`src/rtl/devtbl_seq.sv`:
```
// devtbl_seq: device table for the pi1 slave port.
// It maps the first RAM device at 0x1000. A sequential scanner computes the
// block's own map size, one table entry per cycle, and can be re-run. The
// block also provides INFO registers and a timed reset-request sequencer.
//
// Ports
//   clk_i, rst_i            clock; asynchronous active-low reset
//   rescan_i                pulse that restarts the map-size scan
//   rst0_o, rst1_o          reset-request pair, held for RSTHOLD cycles
//   rst2_o                  one-cycle RRESET pulse
//   scanerr_o               map-size underflow seen in the last scan
//   pi1_*                   pi1 slave port (op, addr, data, sel, rdy, mapsz)
//   devtbl_*_flat_i         per-device id / map size / interrupt use, flattened
//
// state | meaning
// SCAN  | walking the table from idx 2 and subtracting map sizes; port not ready
// IDLE  | map size valid; pi1 ops accepted
module devtbl_seq #(
  parameter int ARCHBITSZ  = 32,
  parameter int RAMCACHESZ = 2,
  parameter int PRELDRADDR = 0,
  parameter int DEVMAPCNT  = 2,
  parameter int SOCID      = 0,
  parameter int RSTHOLD    = 16,
  parameter int SOCVERSION = 1,
  localparam int ADDRBITSZ = ARCHBITSZ - $clog2(ARCHBITSZ/8)
) (
  input  logic                           clk_i,
  input  logic                           rst_i,
  input  logic                           rescan_i,
  output logic                           rst0_o,
  output logic                           rst1_o,
  output logic                           rst2_o,
  output logic                           scanerr_o,
  input  logic [1:0]                     pi1_op_i,
  input  logic [ADDRBITSZ-1:0]           pi1_addr_i,
  input  logic [ARCHBITSZ-1:0]           pi1_data_i,
  output logic [ARCHBITSZ-1:0]           pi1_data_o,
  input  logic [ARCHBITSZ/8-1:0]         pi1_sel_i,
  output logic                           pi1_rdy_o,
  output logic [ADDRBITSZ-1:0]           pi1_mapsz_o,
  input  logic [ARCHBITSZ*DEVMAPCNT-1:0] devtbl_id_flat_i,
  input  logic [ADDRBITSZ*DEVMAPCNT-1:0] devtbl_mapsz_flat_i,
  input  logic [DEVMAPCNT-1:0]           devtbl_useintr_flat_i
);

  localparam int BYTESZ = ARCHBITSZ / 8;
  localparam int LOGB   = $clog2(BYTESZ);
  localparam int BLKSZ  = 512 / BYTESZ;
  localparam int BASE   = 4096 / BYTESZ - BLKSZ;
  localparam int IDXW   = $clog2(DEVMAPCNT + 3);
  localparam int HOLDW  = $clog2(RSTHOLD + 1);
  localparam int A2W    = ADDRBITSZ - 1;

  localparam logic [1:0] OP_WR = 2'b01;
  localparam logic [1:0] OP_RD = 2'b10;
  localparam logic [1:0] OP_RW = 2'b11;

  // The table must leave room for the block device inside the 0x1000 window.
  if (DEVMAPCNT > (3584 / BYTESZ) - 1) begin : g_bad_devmapcnt
    $fatal(1, "devtbl_seq: DEVMAPCNT too large");
  end

  typedef enum logic {ST_SCAN = 1'b0, ST_IDLE = 1'b1} state_t;

  state_t                 state_q, state_d;
  logic [IDXW-1:0]        idx_q, idx_d;
  logic [ADDRBITSZ-1:0]   acc_q, acc_d;
  logic [ADDRBITSZ-1:0]   mapsz_q, mapsz_d;
  logic                   scanerr_q, scanerr_d;
  logic [ARCHBITSZ-1:0]   data_q, data_d;
  logic                   rst0_q, rst0_d;
  logic                   rst1_q, rst1_d;
  logic                   rst2_q, rst2_d;
  logic                   rr_done_q, rr_done_d;
  logic [HOLDW-1:0]       hold_q, hold_d;

  logic                   scan_live;
  logic [ARCHBITSZ-1:0]   scan_id;
  logic [ADDRBITSZ-1:0]   scan_msz;
  logic [ARCHBITSZ-1:0]   rd_word;
  logic [ADDRBITSZ-1:0]   rd_msz;
  logic [ARCHBITSZ-1:0]   info_word;
  logic [A2W-1:0]         a2;
  logic                   restart;
  logic                   unused_sel;

  assign unused_sel = ^pi1_sel_i;
  assign a2         = pi1_addr_i[ADDRBITSZ-1:1];

  // Table entry at the scan index; scan_live is 0 once idx runs past the table.
  always_comb begin
    scan_live = 1'b0;
    scan_id   = '0;
    scan_msz  = '0;
    for (int i = 0; i < DEVMAPCNT; i++) begin
      if (idx_q == IDXW'(i)) begin
        scan_live = 1'b1;
        scan_id   = devtbl_id_flat_i[i*ARCHBITSZ +: ARCHBITSZ];
        scan_msz  = devtbl_mapsz_flat_i[i*ADDRBITSZ +: ADDRBITSZ];
      end
    end
  end

  // Read word: even address -> id, odd -> map size in the upper bits plus useintr.
  // Entry 0 is this block itself (512B), entry 1 is the scanned own map size.
  always_comb begin
    rd_word = '0;
    rd_msz  = '0;
    for (int i = 0; i < DEVMAPCNT; i++) begin
      if (a2 == A2W'(i)) begin
        if (!pi1_addr_i[0]) begin
          rd_word = devtbl_id_flat_i[i*ARCHBITSZ +: ARCHBITSZ];
        end else begin
          if (i == 0)      rd_msz = ADDRBITSZ'(BLKSZ);
          else if (i == 1) rd_msz = mapsz_q;
          else             rd_msz = devtbl_mapsz_flat_i[i*ADDRBITSZ +: ADDRBITSZ];
          rd_word = (ARCHBITSZ'(rd_msz) << LOGB) | ARCHBITSZ'(devtbl_useintr_flat_i[i]);
        end
      end
    end
  end

  always_comb begin
    case (pi1_data_i)
      ARCHBITSZ'(0): info_word = ARCHBITSZ'(SOCVERSION);
      ARCHBITSZ'(1): info_word = ARCHBITSZ'(RAMCACHESZ);
      ARCHBITSZ'(2): info_word = ARCHBITSZ'({rst1_q, rst0_q});
      ARCHBITSZ'(3): info_word = rr_done_q ? '0 : ARCHBITSZ'(PRELDRADDR);
      ARCHBITSZ'(4): info_word = ARCHBITSZ'(SOCID);
      ARCHBITSZ'(5): info_word = ARCHBITSZ'(DEVMAPCNT);
      ARCHBITSZ'(6): info_word = ARCHBITSZ'({scanerr_q, state_q == ST_IDLE});
      default:       info_word = '0;
    endcase
  end

  always_comb begin
    state_d   = state_q;
    idx_d     = idx_q;
    acc_d     = acc_q;
    mapsz_d   = mapsz_q;
    scanerr_d = scanerr_q;
    data_d    = data_q;
    rst0_d    = rst0_q;
    rst1_d    = rst1_q;
    rst2_d    = 1'b0;
    rr_done_d = rr_done_q;
    hold_d    = hold_q;
    restart   = rescan_i;

    if (hold_q != '0) begin
      hold_d = hold_q - HOLDW'(1);
      if (hold_q == HOLDW'(1)) begin
        rst0_d = 1'b0;
        rst1_d = 1'b0;
      end
    end

    if (state_q == ST_IDLE) begin
      case (pi1_op_i)
        OP_RD: data_d = rd_word;
        OP_RW: begin
          if (pi1_addr_i == ADDRBITSZ'(0)) begin
            data_d = info_word;
          end else if (pi1_addr_i == ADDRBITSZ'(1)) begin
            data_d = '0;
            case (pi1_data_i)
              ARCHBITSZ'(0): begin rst1_d = 1'b0; rst0_d = 1'b1; hold_d = HOLDW'(RSTHOLD); end
              ARCHBITSZ'(1): begin rst1_d = 1'b1; rst0_d = 1'b0; hold_d = HOLDW'(RSTHOLD); end
              ARCHBITSZ'(2): begin rst1_d = 1'b1; rst0_d = 1'b1; hold_d = HOLDW'(RSTHOLD); end
              ARCHBITSZ'(3): begin rst2_d = 1'b1; rr_done_d = 1'b1; restart = 1'b1; end
              default: ;
            endcase
          end else begin
            data_d = '0;
          end
        end
        OP_WR:   ;
        default: ;
      endcase
    end

    case (state_q)
      ST_SCAN: begin
        if (scan_live && scan_id != ARCHBITSZ'(1)) begin
          // Borrow check: clamp at zero and flag, but keep walking the table.
          if (acc_q < scan_msz) begin
            acc_d     = '0;
            scanerr_d = 1'b1;
          end else begin
            acc_d = acc_q - scan_msz;
          end
          idx_d = idx_q + IDXW'(1);
        end else begin
          mapsz_d = acc_q;
          state_d = ST_IDLE;
        end
      end
      default: ;
    endcase

    if (restart) begin
      state_d   = ST_SCAN;
      idx_d     = IDXW'(2);
      acc_d     = ADDRBITSZ'(BASE);
      scanerr_d = 1'b0;
    end
  end

  always_ff @(posedge clk_i or negedge rst_i) begin
    if (!rst_i) begin
      state_q   <= ST_SCAN;
      idx_q     <= IDXW'(2);
      acc_q     <= ADDRBITSZ'(BASE);
      mapsz_q   <= '0;
      scanerr_q <= 1'b0;
      data_q    <= '0;
      rst0_q    <= 1'b0;
      rst1_q    <= 1'b0;
      rst2_q    <= 1'b0;
      rr_done_q <= 1'b0;
      hold_q    <= '0;
    end else begin
      state_q   <= state_d;
      idx_q     <= idx_d;
      acc_q     <= acc_d;
      mapsz_q   <= mapsz_d;
      scanerr_q <= scanerr_d;
      data_q    <= data_d;
      rst0_q    <= rst0_d;
      rst1_q    <= rst1_d;
      rst2_q    <= rst2_d;
      rr_done_q <= rr_done_d;
      hold_q    <= hold_d;
    end
  end

  assign pi1_rdy_o   = (state_q == ST_IDLE);
  assign pi1_mapsz_o = mapsz_q;
  assign pi1_data_o  = data_q;
  assign scanerr_o   = scanerr_q;
  assign rst0_o      = rst0_q;
  assign rst1_o      = rst1_q;
  assign rst2_o      = rst2_q;

endmodule

```
`config.mk`:
```
export PLATFORM = sky130hd
export DESIGN_NAME = devtbl_seq
export DESIGN_NICKNAME = d
export VERILOG_FILES = /design/src/rtl/devtbl_seq.sv
export SDC_FILE = /design/constraint.sdc
export NUM_CORES = 1
export LEC_CHECK = 0
export BUFFER_PORTS_ARGS = -buffer_cell sky130_fd_sc_hd__buf_2
export CELL_PAD_IN_SITES_DETAIL_PLACEMENT = 1
export CELL_PAD_IN_SITES_GLOBAL_PLACEMENT = 1
export CORE_AREA = 10 10 163 150
export DETAILED_ROUTE_END_ITERATION = 6
export DIE_AREA = 0 0 173 160
export PLACE_DENSITY_LB_ADDON = 0.15
export SYNTH_ARGS = -nofsm -noshare
export SYNTH_HDL_FRONTEND = slang
export SYNTH_SLANG_ARGS = --single-unit
export TNS_END_PERCENT = 30
```
`constraint.sdc`:
```
create_clock -name clk_i -period 3.74 [get_ports clk_i]
set_clock_uncertainty 0.15 [all_clocks]
set_input_delay 0.187 -clock clk_i [delete_from_list [all_inputs] [get_ports clk_i]]
set_output_delay 0.187 -clock clk_i [all_outputs]
set_load 0.005 [all_outputs]
```
# == Yosys cells after proc, flatten, opt, wreduce, memory -nomap -nowiden ==
# Index checks and enable logic that the tools add are counted.
# totals
regBits,105
input_bits,197
output_inout_bits,67
wordCells,109
# op_classes
n_addsub,3
n_lt_le_gt_ge,1
bitwise_logic,4
n_reduce_logical,17
n_eq_ne,13
muxes,61
# ops
op,n
$mux W30,10
$mux W32,7
$eq A32 B2 Y1 const B,2
$eq A32 B3 Y1 const B,2
$or A32 B1 Y32,2
$pmux W32 S2,1
$eq A32 B1 Y1 const B,1
$logic_not A32 Y1,1
$ne A32 B1 Y1 const B,1
$mux W1,31
$eq A30 B1 Y1 const B,1
$logic_not A30 Y1,1
$lt A30 B30 Y1,1
$mux W5,6
$sub A30 B30 Y30,1
$eq A29 B1 Y1 const B,1
$logic_not A29 Y1,1
$mux W3,3
$pmux W2 S4,1
$reduce_and A2 Y1,3
$reduce_bool A2 Y1,3
$reduce_or A2 Y1,3
$eq A5 B1 Y1 const B,1
$reduce_bool A5 Y1,1
11 further kinds,14

# == Longest topological paths before layout ==
# Gate-level depths: netlist of run 1.
# depth
depth_word,8
ltp_mapped,18
ltp_nobuf,15

# == Least setup slack after synthesis of run 1 ==
# OpenSTA, ideal clock, no wires.
# synth_timing
path_kind,reg-to-reg
start,register idx_q[1]
end,register acc_q[10]
n_path_buf,3
arrival_time_ns,3.736
stages_incl_launch_ff,19
setup_slack_ns,-0.267
period_less_slack_ns,4.007
required_time_ns,3.469
cell_sequence,dfstp_2 inv_1 ha_1 nor3b_1 clkbuf_1 a22o_1 ha_1 inv_1 fa_1 a211oi_2 o21ai_2 o2111ai_2 a21oi_2 o211ai_1 a21oi_2 and3_1 buf_6 buf_6 a22o_1
# synth_between
elab_chain_len,8
word_cells_on_any_way,18
cone_classes,add/sub (1); order compare (1); eq/ne (2); mux (10); reduce/logical (4)
# synth_lines
element,line_no,text
from (decl),67,"logic [IDXW-1:0] idx_q, idx_d;"
from (signal assigned),225,idx_q <= idx_d;
$logic_not A3 Y1,97,if (idx_q == IDXW'(i)) begin
$mux W30 (2 in a row),97,
$sub A30 B30 Y30 or $lt A30 B30 Y1 (tied branches),"191, 187",
$mux W30,187,if (acc_q < scan_msz) begin
$mux W30,185,if (scan_live && scan_id != ARCHBITSZ'(1)) begin
$mux W30,183,case (state_q)
$mux W30,202,if (restart) begin
to (signal assigned),214,acc_q <= ADDRBITSZ'(BASE);
to (decl),68,"logic [ADDRBITSZ-1:0] acc_q, acc_d;"
# Several ways; a longest one is shown, not always the timed one. The select of a mux whose other input is x is not followed.
# A chain may end at the register's enable or synchronous reset.

# == Worst setup path in the final report of run 1 ==
# layout_timing
start,register idx_q[1]
end,register acc_q[26]
# Same word-level chain as after synthesis.

==> results.yml, run 1 <==
outcome:
  status: "finished clean"
floorplanning:
  top_level_ports: 264
  die_w_um: 173
  rows: 51
  start_util_pct: 32.4
  die_area_mm2: 0.0277
  dieHeight_um: 160
  coreArea_mm2: 0.0212
critical_path:
  startpoint: "idx_q[1]$_DFFE_PN1P_"
  crit_path_frequent_cell: "buf_4"
  worstPathCellList: "inv_2 > ha_4 > nor3b_4 > a22o_1 > ha_2 > inv_2 > fa_2 > a211oi_2 > o21ai_2 > o2111ai_2 > a21oi_2 > buf_4 > buf_4 > nor2_2 > buf_4 > nor2_1 > xor2_1 > a22o_1"
  cpPeakStageDelay_ns: 0.54
  path_delay_family: "compound AO/OA/AOI/OAI gates"
  worstPathMaxFanout: 4
  arrival_ns: 3.80
  criticalPathCategory: "reg2reg"
  worst-path-buf-inv: 5
  crit_path_top_delay_cell: "dfstp_2"
  startpoint_type: "flip-flop"
  required_ns: 3.82
  end_kind: "flip-flop"
  timing.rr.start: "idx_q[1]$_DFFE_PN1P_"
pwr:
  power_leakage_nw: 4.55
  ir_drop_uv: 199
  p_per_area_mw_per_mm2: 251
  power_mw: 2.33
yosys:
  synth_edf_count: 0
  async_flop_share_pct: 100
  postSynthAreaPerCell_um2: 9.82
  synthTopCellsByArea: "dfrtp_1, mux2_2, a22oi_1"
  synth_sequential_area_ratio_pct: 38.4
  yosysUniqueCellTypes: 62
  synth_top_area_cell: "dfrtp_1"
  postSynthCellCount: 698
  synth_top_cell_area_share_pct: 36.9
  synth_area_mm2: 0.00685
  synth_fp_nets: 931
  synth_top_flop_cell: "dfrtp_1"
  synth_warnings: 0
  ys_ff_latch: 105
clock_network:
  cts_buffers: 9
  insertion_delay_ns: 0.34
  clock-root-buffer: "clkbuf_16"
  cts_max_level: 3
  cts_max_path_buffers: 2
  clk_pin_slew_worst_paths_ns: 0.07
  cts_sinks: 105
  cts_tree: "built"
placed_design:
  place_worst_setup_slack_ns: -0.109
  hpwl_mm: 22.2
  place_inst: 1264
  portBuffers: 259
  placed_area_mm2: 0.00878
  place.gp.congestion: 0.815
global_route:
  grt_pass1_wl_mm: 41.9
  grt_max_degree: 78
  grt_overflow: 0
  grt_antenna_before_repair: 1
  grt_pass1_vias: 7215
  grt_use_total_pct: 18.7
finish:
  syn2layout_area_growth_pct: 35.2
  layout_common_cells: "buf_2, dfrtp_1, nand2_1, a22oi_1"
  nFillCells: 2548
  regArea_mm2: 0.00263
  drive_gt1_share_pct: 43.9
  fin_cells: 1288
  nets: 1224
  layout_commonest_cell: "buf_2"
  multi_input_area_mm2: 0.00411
  final_area_mm2: 0.00927
sta:
  period_share_pct: 99.6
  period_needed_ns: 3.72
  relSlewSlack_pct: 34.3
  rsz0062_at_grt: "true"
  worst_slack_ns: 0.0157
  finalHoldViolCount: 0
  clock.fmax_mhz: 269
  worst_slew_pin_slew_ns: 0.985
  setup_tns_ns: 0
  finalSetupViolations: 0
  slew_violations: 0
detailed_routing:
  ant_nets: 0
  routed_wl_mm: 26.9
  drcViolationCount: 0
  vias_per_cell: 5.16
  vias: 6646
  first_iter_violations: 237
  dr.pass1.iters: 4
  wire_per_inst_um: 20.9
hold_path:
  hold_path_class: "in2reg"
  holdCritStartpoint: "pi1_data_i[0]"
run:
  maxCapViolCount: 0
-- path summary, 6_finish.rpt --
check                                              to  slack, ns  depth (start not counted)
max                             acc_q[26]$_DFFE_PN0P_       0.02                         18
min                                  rst0_o$_DFF_PN0_       0.01                          2
max reg2reg                     acc_q[26]$_DFFE_PN0P_       0.02                         18
min reg2reg                 pi1_data_o[8]$_DFFE_PN0P_       0.32                          2
max in group asynchronous  pi1_data_o[13]$_DFFE_PN0P_       2.21                          3
min in group asynchronous        acc_q[3]$_DFFE_PN0P_       0.39                          2
-- stage by stage --
step / utilization [%] / hold WS (ns)
floorplan: - / -0.259
global placement: 41.4 / 0.244
detailed placement: 41.4 / 0.259
CTS: 43.2 / 0.00165
global route: 43.7 / 0.0227
finish: 43.7 / 0.0102
-- cells by family after synthesis --
logic type,count (synthesis),share of synthesized area (%)
flops,105,38.4
compound gates,229,23.9
buf+inv,56,3.61
fa+ha+maj,36,6.68
mux,59,9.80
xor+xnor,32,4.09
simple gates,181,13.5
-- area by class of cell --
cell class              instances  area share [%]
well taps                     291            3.93
inverters                      17           0.689
flip-flops and latches        105            28.4
clock inverters                 5           0.405
multi-input cells             537            44.3
diodes                          1          0.0270
repair buffers                321            19.5
clock buffers                  11            2.73
-- per-layer routing --
metal	GRT usage, %	up-vias	routed length, um
li1	-	3252	-
met1	24.0	3210	12300
met4	3.13	0	195
met5	0	-	0
met3	3.39	11	1150
met2	32.5	173	13200
-- Yosys cell counts (17+ instances only) --
cell,count
a21oi_1,37
a22o_1,28
a22oi_1,60
clkbuf_1,26
dfrtp_1,101
ha_1,35
inv_1,17
mux2_2,55
nand2_1,65
nor2_1,31
nor4_1,27
o31ai_1,32
-- state kept, by name (all words and copies together), names as in the netlist --
signal and flops:
scanerr_o 1, pi1_mapsz_o 30, rst1_o 1, rst2_o 1, rst0_o 1, pi1_rdy_o 1, acc_q 30, idx_q 3
pi1_data_o 32, hold_q 5
-- timing repair --
| item | in CTS | in global routing |
|---|---|---|
| setup buffers | 3 | 1 |
| setup endpoints to repair | 27 | 31 |
| hold endpoints to repair | 77 | 0 |
| pin swaps | 12 | 15 |
| gates resized for setup | 12 | 24 |
| gates cloned | 1 | 0 |
| hold buffers | 2 | 0 |
-- power by group --
group / total (mW) / internal (mW) / switching [mW] / leakage, nW
Combinational: 0.266 / 0.124 / 0.142 / 2.97
Sequential: 1.14 / 1.14 / 0.00347 / 1.44
Clock: 0.923 / 0.494 / 0.429 / 0.144
Total: 2.33 / 1.75 / 0.574 / 4.55
(Power assumes the default switching activity.)
==> run 2: changes to the inputs <==
--- a/config.mk
+++ b/config.mk
@@ -5,12 +5,13 @@
 export SDC_FILE = /design/constraint.sdc
 export NUM_CORES = 1
 export LEC_CHECK = 0
+export ABC_AREA = 1
 export BUFFER_PORTS_ARGS = -buffer_cell sky130_fd_sc_hd__buf_2
 export CELL_PAD_IN_SITES_DETAIL_PLACEMENT = 1
 export CELL_PAD_IN_SITES_GLOBAL_PLACEMENT = 1
-export CORE_AREA = 10 10 163 150
+export CORE_AREA = 10 10 183 168
 export DETAILED_ROUTE_END_ITERATION = 6
-export DIE_AREA = 0 0 173 160
+export DIE_AREA = 0 0 193 178
 export PLACE_DENSITY_LB_ADDON = 0.15
 export SYNTH_ARGS = -nofsm -noshare
 export SYNTH_HDL_FRONTEND = slang
==> run 2 against run 1 <==
  * Critical path depth unchanged
  * Area after synthesis increased by 23%
  * Maximum frequency increased by 10%
  * Via count increased by 40%
==> results.yml, run 2 <==
hold_path:
  hold_path_class: "in2reg"
outcome:
  status: "finished clean"
critical_path:
  rrSetupSlack_ns: 0.35
  worstPathCellList: "inv_1 > ha_1 > inv_1 > nand3_1 > inv_1 > buf_12 > a22o_1 > ha_1 > inv_1 > fa_1 > nand2_1 > nand3_2 > nand2_1 > nand2_2 > nand2_2 > nand3_4 > nand3_4 > o21ai_0"
  cpPeakStageDelay_ns: 0.54
  end_kind: "flip-flop"
  arrival_ns: 3.46
  crit_path_top_delay_cell: "dfstp_2"
  startpoint_type: "flip-flop"
  worst-path-buf-inv: 5
  worstPathMaxFanout: 22
  required_ns: 3.82
  path_delay_family: "simple AND/OR/NAND/NOR gates"
  criticalPathCategory: "reg2reg"
  crit_path_frequent_cell: "inv_1"
yosys:
  ys_top_cells_by_count: "nand2_1, inv_1, nor2_1, dfrtp_1, o21ai_0"
  yosysUniqueCellTypes: 44
  synth_area_mm2: 0.00845
  synth_top_flop_cell: "dfrtp_1"
  synth_top_cell_area_share_pct: 29.9
  postSynthCellCount: 1340
  synthTopCellsByArea: "dfrtp_1, nand2_1, inv_1"
  postSynthAreaPerCell_um2: 6.31
  synth_top_area_cell: "dfrtp_1"
  synth_warnings: 0
  synth_fp_nets: 1573
  synth_edf_count: 0
  synth.most_common_cell: "nand2_1"
  async_flop_share_pct: 100
  ys_ff_latch: 105
  synth_sequential_area_ratio_pct: 31.1
clock_network:
  cts_buffers: 9
  hold_buffers: 7
  cts_max_path_buffers: 2
  post_cts_buffers: 0
  clock-root-buffer: "clkbuf_16"
  cts_max_level: 3
  postCtsResizedCells: 0
  insertion_delay_ns: 0.36
  clk_pin_slew_worst_paths_ns: 0.08
  cts_sinks: 105
  cts_tree: "built"
finish:
  antenna_cells: 0
  nets: 1830
  drive_gt1_share_pct: 21.3
  largest_reg_flops: 32
  layout_commonest_cell: "nand2_1"
  layout_common_cells: "nand2_1, buf_2, inv_1, nor2_1, dfrtp_1"
  syn2layout_area_growth_pct: 24.7
  nFillCells: 3626
detailed_routing:
  dr_wl_met2_mm: 16.2
  drcViolationCount: 0
  dr_wl_met3_mm: 1.62
  vias_per_cell: 4.75
  highest_layer: "met4"
  ant_nets: 0
  vias: 9299
  routed_wl_mm: 34.8
  first_iter_violations: 497
  wire_per_inst_um: 17.8
  dr.pass1.iters: 4
  wl_met1_mm: 16.5
sta:
  relSlewSlack_pct: 32.3
  setup_tns_ns: 0
  period_share_pct: 90.5
  worst_slew_pin_slew_ns: 1.01
  clock.fmax_mhz: 295
  rsz0062_at_grt: "false"
  period_needed_ns: 3.39
  finalSetupViolations: 0
  slew_violations: 0
  whs_ns: 0.00842
  finalHoldViolCount: 0
run:
  maxCapViolCount: 0
global_route:
  grt_pass1_wl_mm: 54.0
  grt_overflow: 0
  grt_antenna_before_repair: 0
  grt_use_total_pct: 19.9
  grt_pass1_vias: 9853
  grt_max_degree: 58
pwr:
  switching_share_pct: 54.0
  ir_drop_uv: 334
  power_leakage_nw: 6.16
  switching_power_mw: 4.28
  pwr-share-clk_pct: 12.8
  p_per_area_mw_per_mm2: 752
  seqPwrFrac_pct: 20.0
  p_comb_share_pct: 67.2
  internal-power_mw: 3.65
floorplanning:
  start_util_pct: 31.6
  top_level_ports: 264
  die_area_mm2: 0.0344
  rows: 57
  dieHeight_um: 178
  die_w_um: 193
  coreArea_mm2: 0.0267
placed_design:
  portBuffers: 259
  place.gp.congestion: 0.882
  hpwl_mm: 29.3
-- run 2: final timing paths --
path / startpoint / end / cells after the start
max in group asynchronous: rst_i / acc_q[9]$_DFFE_PN1P_ / 3
min in group asynchronous: rst_i / pi1_data_o[1]$_DFFE_PN0P_ / 2
setup / recovery: idx_q[1]$_DFFE_PN1P_ / acc_q[24]$_DFFE_PN0P_ / 18
hold / removal: devtbl_id_flat_i[18] / pi1_data_o[18]$_DFFE_PN0P_ / 5
hold reg to reg: pi1_data_o[8]$_DFFE_PN0P_ / pi1_data_o[8]$_DFFE_PN0P_ / 2
setup reg to reg: idx_q[1]$_DFFE_PN1P_ / acc_q[24]$_DFFE_PN0P_ / 18
-- run 2: metal layers --
layer	global-route usage [%]	vias up
li1	-	4707
met1	26.5	4398
met2	33.5	172
met3	3.42	22
met4	3.62	0
met5	0	-
-- run 2: area by class of cell --
| class | count | area, um^2 | share of cell area (%) |
|---|---|---|---|
| flip-flops and latches | 105 | 2630 | 25.0 |
| clock buffers | 13 | 260 | 2.47 |
| inverters | 192 | 723 | 6.86 |
| multi-input cells | 1007 | 4920 | 46.7 |
| clock inverters | 3 | 46.3 | 0.439 |
| repair buffers | 282 | 1510 | 14.4 |
| well taps | 354 | 443 | 4.20 |
-- run 2: logic make-up after synthesis --
group / synth area share (%)
compound gates: 12.8
mux: 1.30
buf+inv: 10.7
xor+xnor: 1.76
simple gates: 36.9
fa+ha+maj: 5.42
flops: 31.1
-- run 2: power by group through the flow --
| stage | combinational (mW) | clock [mW] | sequential [mW] |
|---|---|---|---|
| 3_5_place_dp | 5.33 | 0 | 1.61 |
| 5_1_grt | 6.06 | 1.09 | 1.62 |
| 6_report | 5.33 | 1.02 | 1.59 |
| 2_1_floorplan | 3.66 | 0 | 1.51 |
| 4_1_cts | 5.36 | 1.05 | 1.59 |
| 3_3_place_gp | 5.23 | 0 | 1.60 |
-- run 2: worst reg2reg max path: cells and delay by family, from the launching register on --
family | cells | cell delay, ns
AND/OR/NAND/NOR | 8 | 1.00
adder cells (fa/ha/maj) | 3 | 0.78
flip-flops | 1 | 0.54
buffers and inverters | 5 | 0.51
AO/OA/AOI/OAI | 2 | 0.28
-- run 2: metrics by stage --
stage                     util, %  power (mW)  area (um^2)  setup slack, ns  instances
final                        39.4        7.93        10500            0.353       1956
after global routing         39.4        8.77        10500           0.0767       1956
after CTS                    39.4        8.00        10500            0.316       1956
after detailed placement     38.0        6.94        10200            0.363       1933
after global placement       38.0        6.83        10200            0.393       1933
after floorplan                 -        5.17         8450            0.627       1340
